File: config.mk
export PLATFORM = sky130hd
export DESIGN_NAME = multichannel_shift_bank
export DESIGN_NICKNAME = d
export VERILOG_FILES = /design/src/rtl/multichannel_shift_bank.sv
export SDC_FILE = /design/constraint.sdc
export NUM_CORES = 1
export LEC_CHECK = 0
export ABC_AREA = 1
export CAP_MARGIN = 20
export CORE_UTILIZATION = 60
export DETAILED_ROUTE_END_ITERATION = 10
export PLACE_DENSITY = 0.88
export SLEW_MARGIN = 10
export SYNTH_ARGS = -nofsm -noshare
export SYNTH_HDL_FRONTEND = slang
export SYNTH_SLANG_ARGS = --single-unit
File: constraint.sdc
create_clock -name clk -period 2.2 [get_ports clk]
set_clock_uncertainty 0.05 [all_clocks]
set_input_delay 0.44 -clock clk [delete_from_list [all_inputs] [get_ports clk]]
set_output_delay 0.44 -clock clk [all_outputs]
set_load 0.01 [all_outputs]
File: src/rtl/multichannel_shift_bank.sv
// Parametrised bank of serial-entry shift channels. Pin strobes are synchronised
// and edge-detected. The bank supports shift, rotate, cascaded chain, clear and snapshot capture.
module multichannel_shift_bank #(
  parameter int unsigned NUM_CH      = 4,
  parameter int unsigned WIDTH       = 8,
  parameter int unsigned SYNC_STAGES = 2
) (
  input  logic                      clk,
  input  logic                      rst_n,
  input  logic                      ena,
  input  logic                      shift_strb,
  input  logic                      cap_strb,
  input  logic [1:0]                mode,
  input  logic [$clog2(NUM_CH)-1:0] ch_sel,
  input  logic [$clog2(NUM_CH)-1:0] rd_sel,
  input  logic                      ser_in,
  input  logic                      out_en,
  output logic [WIDTH-1:0]          par_out,
  output logic                      ser_out,
  output logic                      rd_full
);

  localparam int unsigned CH_W   = $clog2(NUM_CH);
  localparam int unsigned FILL_W = $clog2(WIDTH + 1);

  typedef enum logic [1:0] {
    MODE_SHIFT  = 2'b00,
    MODE_ROTATE = 2'b01,
    MODE_CHAIN  = 2'b10,
    MODE_CLEAR  = 2'b11
  } mode_e;

  logic [SYNC_STAGES-1:0] shift_sync_q;
  logic [SYNC_STAGES-1:0] cap_sync_q;
  logic                   shift_hist_q;
  logic                   cap_hist_q;
  logic [WIDTH-1:0]       ch_q   [NUM_CH];
  logic [WIDTH-1:0]       ch_d   [NUM_CH];
  logic [FILL_W-1:0]      fill_q [NUM_CH];
  logic [FILL_W-1:0]      fill_d [NUM_CH];
  logic [WIDTH-1:0]       snap_q;
  logic [WIDTH-1:0]       snap_d;

  logic shift_pulse;
  logic cap_pulse;
  logic ch_valid;
  logic rd_valid;

  function automatic logic [FILL_W-1:0] sat_inc(input logic [FILL_W-1:0] f);
    return (f == FILL_W'(WIDTH)) ? f : f + FILL_W'(1);
  endfunction

  assign shift_pulse = shift_sync_q[SYNC_STAGES-1] & ~shift_hist_q;
  assign cap_pulse   = cap_sync_q[SYNC_STAGES-1] & ~cap_hist_q;
  // Selects beyond NUM_CH only exist when NUM_CH is not a power of two.
  assign ch_valid    = ({1'b0, ch_sel} < (CH_W + 1)'(NUM_CH));
  assign rd_valid    = ({1'b0, rd_sel} < (CH_W + 1)'(NUM_CH));

  // Next-state for channels, fill counters and snapshot.
  always_comb begin
    ch_d   = ch_q;
    fill_d = fill_q;
    snap_d = snap_q;
    // Snapshot reads pre-update channel state, so a same-edge shift is not seen.
    if (cap_pulse && ena) begin
      snap_d = rd_valid ? ch_q[rd_sel] : '0;
    end
    if (shift_pulse && ena) begin
      case (mode_e'(mode))
        MODE_SHIFT: begin
          if (ch_valid) begin
            ch_d[ch_sel]   = {ch_q[ch_sel][WIDTH-2:0], ser_in};
            fill_d[ch_sel] = sat_inc(fill_q[ch_sel]);
          end
        end
        MODE_ROTATE: begin
          if (ch_valid) begin
            ch_d[ch_sel] = {ch_q[ch_sel][WIDTH-2:0], ch_q[ch_sel][WIDTH-1]};
          end
        end
        MODE_CHAIN: begin
          ch_d[0] = {ch_q[0][WIDTH-2:0], ser_in};
          for (int i = 1; i < NUM_CH; i++) begin
            ch_d[i] = {ch_q[i][WIDTH-2:0], ch_q[i-1][WIDTH-1]};
          end
          for (int i = 0; i < NUM_CH; i++) begin
            fill_d[i] = sat_inc(fill_q[i]);
          end
        end
        MODE_CLEAR: begin
          if (ch_valid) begin
            ch_d[ch_sel]   = '0;
            fill_d[ch_sel] = '0;
          end
        end
      endcase
    end
  end

  always_ff @(posedge clk or negedge rst_n) begin
    if (!rst_n) begin
      shift_sync_q <= '0;
      cap_sync_q   <= '0;
      shift_hist_q <= 1'b0;
      cap_hist_q   <= 1'b0;
      snap_q       <= '0;
      for (int i = 0; i < NUM_CH; i++) begin
        ch_q[i]   <= '0;
        fill_q[i] <= '0;
      end
    end else begin
      shift_sync_q <= {shift_sync_q[SYNC_STAGES-2:0], shift_strb};
      cap_sync_q   <= {cap_sync_q[SYNC_STAGES-2:0], cap_strb};
      shift_hist_q <= shift_sync_q[SYNC_STAGES-1];
      cap_hist_q   <= cap_sync_q[SYNC_STAGES-1];
      snap_q       <= snap_d;
      for (int i = 0; i < NUM_CH; i++) begin
        ch_q[i]   <= ch_d[i];
        fill_q[i] <= fill_d[i];
      end
    end
  end

  assign par_out = out_en ? snap_q : '0;
  assign ser_out = ch_q[NUM_CH-1][WIDTH-1];
  assign rd_full = rd_valid && (fill_q[rd_sel] == FILL_W'(WIDTH));

endmodule

==> flow_metrics.tcl <==
set metrics [dict create \
    internal-power_mw 2.44 \
    post_layout_nets 653 \
    grt_start_max_net_pins 39 \
    cts-buffers-inserted 9 \
    global_route_wire_length_before_repair_mm 19.3 \
    final.setup.worst_slack_ps 11.9 \
    drive_gt1_share_pct 16.4 \
    synthArstFlopShare_pct 100 \
    synth.net_count 573 \
    grt_pass1_vias 4074 \
    preCtsSetupSlack_ps -440 \
    global_route.usage.total_pct 35.3 \
    max-vdd-ir-drop_mv 0.678 \
    syn_to_final_growth_pct 23.8 \
    timing.critical_path.required_ps 1710 \
    place.detailed.hpwl_mm 8.77 \
    final_util_pct 77.1 \
    final.hold.worst_slack_ps 298 \
    die-width_um 83.2 \
    numClockSinks 62 \
    antenna_cells_inserted 0 \
    max_clock_freq_mhz 457 \
    timing_worst_setup_path_type "flip-flop to primary output" \
    die_h_um 83.2 \
    netSwitchingPower_mw 1.37 \
    run_status "completed" \
    post_synth_most_frequent_cells "122 x nand2_1, 84 x inv_1, 68 x o21ai_0" \
    drt_iter0_markers 495 \
    power.share.switching_pct 36.0 \
    wl_per_cell_um 16.5 \
    timing.final.crit_share_pct 99.5 \
    relSlewSlack_pct 70.9 \
    hp-class "flip-flop to flip-flop" \
    power_per_cell_area_mw_per_mm2 778 \
    cts-htree-levels 3 \
    dpl-instance-area_mm2 0.00468 \
    dr_total_vias 4388 \
    initial_cell_density_of_the_core_pct 62.3 \
    post-synth-top-count-cell "nand2_1" \
    detail-route-antenna-nets 0 \
    setup_tns_ps 0 \
    detail_route.drc_violations 0 \
    p_leak_nw 2.44 \
    route.detailed.vias_per_inst 6.17 \
    final_critical_period_ps 2190 \
    gp_congestion 0.993 \
    floorplan.die_area_mm2 0.00692 \
    wl_mm 11.7 \
    final_count_of_pins_violating_max_slew 0 \
    cts_tree "built" \
    synth.lib_cells_used.distinct 41 \
    clockPowerShare_pct 26.1 \
    ioPinCount 23 \
    floorplan.rows 29 \
    max_slew.worst_pin.slew_ps 432 \
    antenna_found_initial 0 \
    timing.critical_path.from_type "flip-flop" \
    synth_flop_cell "dfrtp_1" \
    num-fill-cells 445 \
    largest_area_contributor_in_the_netlist "dfrtp_1" \
    clock_latency_ps 350 \
    ys_top_cells_by_area "dfrtp_1 39%, nand2_1 12%, o21ai_0 8.6%" \
    cts_setup_buffers 0 \
    power_frac_comb_pct 32.3 \
    coreArea_mm2 0.00635 \
    clk_root_buffer_cell "clkbuf_8" \
    max_cap_viols 0 \
    overflow 0 \
    report.final.setup_viol 0 \
    yosys_warnings 0 \
    finalHoldViolations 0 \
    drt_pass1_iterations 6 \
    power_frac_seq_pct 41.6 \
    clk_path_buf_depth 2 \
    synth-seq-cells 62 \
    post_synth_inst_count 550 \
    post-synth-top-area-fraction_pct 39.2 \
    synth.cell_area_mm2 0.00396 \
    average_footprint_of_a_synthesized_cell_um2 7.19 \
    finalInstanceArea_mm2 0.00489 \
    synth_edf_count 0 \
    port_buffers 22 \
    yosysSeqAreaShare_pct 39.2 \
    clkSlewWorstSetupHoldPaths_ps 70 \
    critical_path_arrival_ps 1700 \
    critical_path.endpoint_type "primary output" \
    critical_path.max_fanout 2 \
]
[power by group through the flow]
stage	Combinational, mW	Clock, mW	Sequential (mW)
finish	1.23	0.994	1.58
global placement	1.13	0	1.57
floorplan	0.706	0	1.55
CTS	1.20	0.997	1.57
global route	1.36	1.05	1.60
detailed placement	1.19	0	1.59
[final timing paths]
path,from,cells past startpoint,to,slack (ps)
min reg2reg,cap_sync_q[0]$_DFF_PN0_,0,cap_sync_q[1]$_DFF_PN0_,300
min,cap_sync_q[0]$_DFF_PN0_,0,cap_sync_q[1]$_DFF_PN0_,300
max,flip-flop,6,rd_full,10
max in group asynchronous,rst_n,3,async pin,1200
min in group asynchronous,rst_n,2,snap_q[3]$_DFFE_PN0P_,410
max reg2reg,flip-flop,10,flip-flop,280
[layer usage]
metal	wire length, um	track usage (%)	vias to the layer above
met1	4760	47.4	2018
met2	5300	54.5	301
met4	352	14.3	0
li1	-	-	2014
met3	1290	9.24	55
met5	0	0	-
[layout make-up]
cell class / instances / area [um^2] / share of cell area (%)
clock buffers: 12 / 145 / 2.97
inverters: 89 / 334 / 6.83
multi-input cells: 380 / 2000 / 40.8
repair buffers: 88 / 726 / 14.8
well taps: 77 / 96.3 / 1.97
flip-flops and latches: 62 / 1550 / 31.7
clock inverters: 3 / 45.0 / 0.920
[placed cells by master, fill, tap and decap left out, types with 5 or more instances in the layout]
cell type	count
nand2_1	121
inv_1	83
o21ai_0	67
buf_4	63
dfrtp_1	61
nand3_1	32
nor2_1	31
a21oi_1	29
o22ai_1	19
clkdlybuf4s50_1	18
a31oi_1	11
ha_1	10
clkbuf_8	10
nand4_1	9
inv_2	5
nor2_2	5
a22oi_1	5
nor3_1	5
[stage by stage]
stage,instances,total power [mW]
after CTS,711,3.76
after global placement,695,2.71
after global routing,711,4.02
final,711,3.81
after floorplan,550,2.26
after detailed placement,695,2.78
[critical path: stages (launching register included)]
cell and delay (ps):
dfrtp_1 340, inv_1 60, or2_2 310, nor4_2 180
o21ai_1 140, inv_1 70, dlygate4sd2_1 260
[kinds of logic after synthesis]
family / synth area share (%)
AO/OA/AOI/OAI: 23.1
XOR/XNOR: 0.664
adder cells (fa/ha/maj): 3.16
buffers and inverters: 10.7
flip-flops: 39.2
AND/OR/NAND/NOR: 23.1
[timing repair]
| item | 4_1_cts | 5_1_grt |
|---|---|---|
| resized for setup | 5 | 5 |
| hold buffers | 1 | 0 |
| setup endpoints to repair | 8 | 2 |
| hold endpoints to repair | 6 | 0 |
No activity file was read; power rests on OpenSTA's default activity.
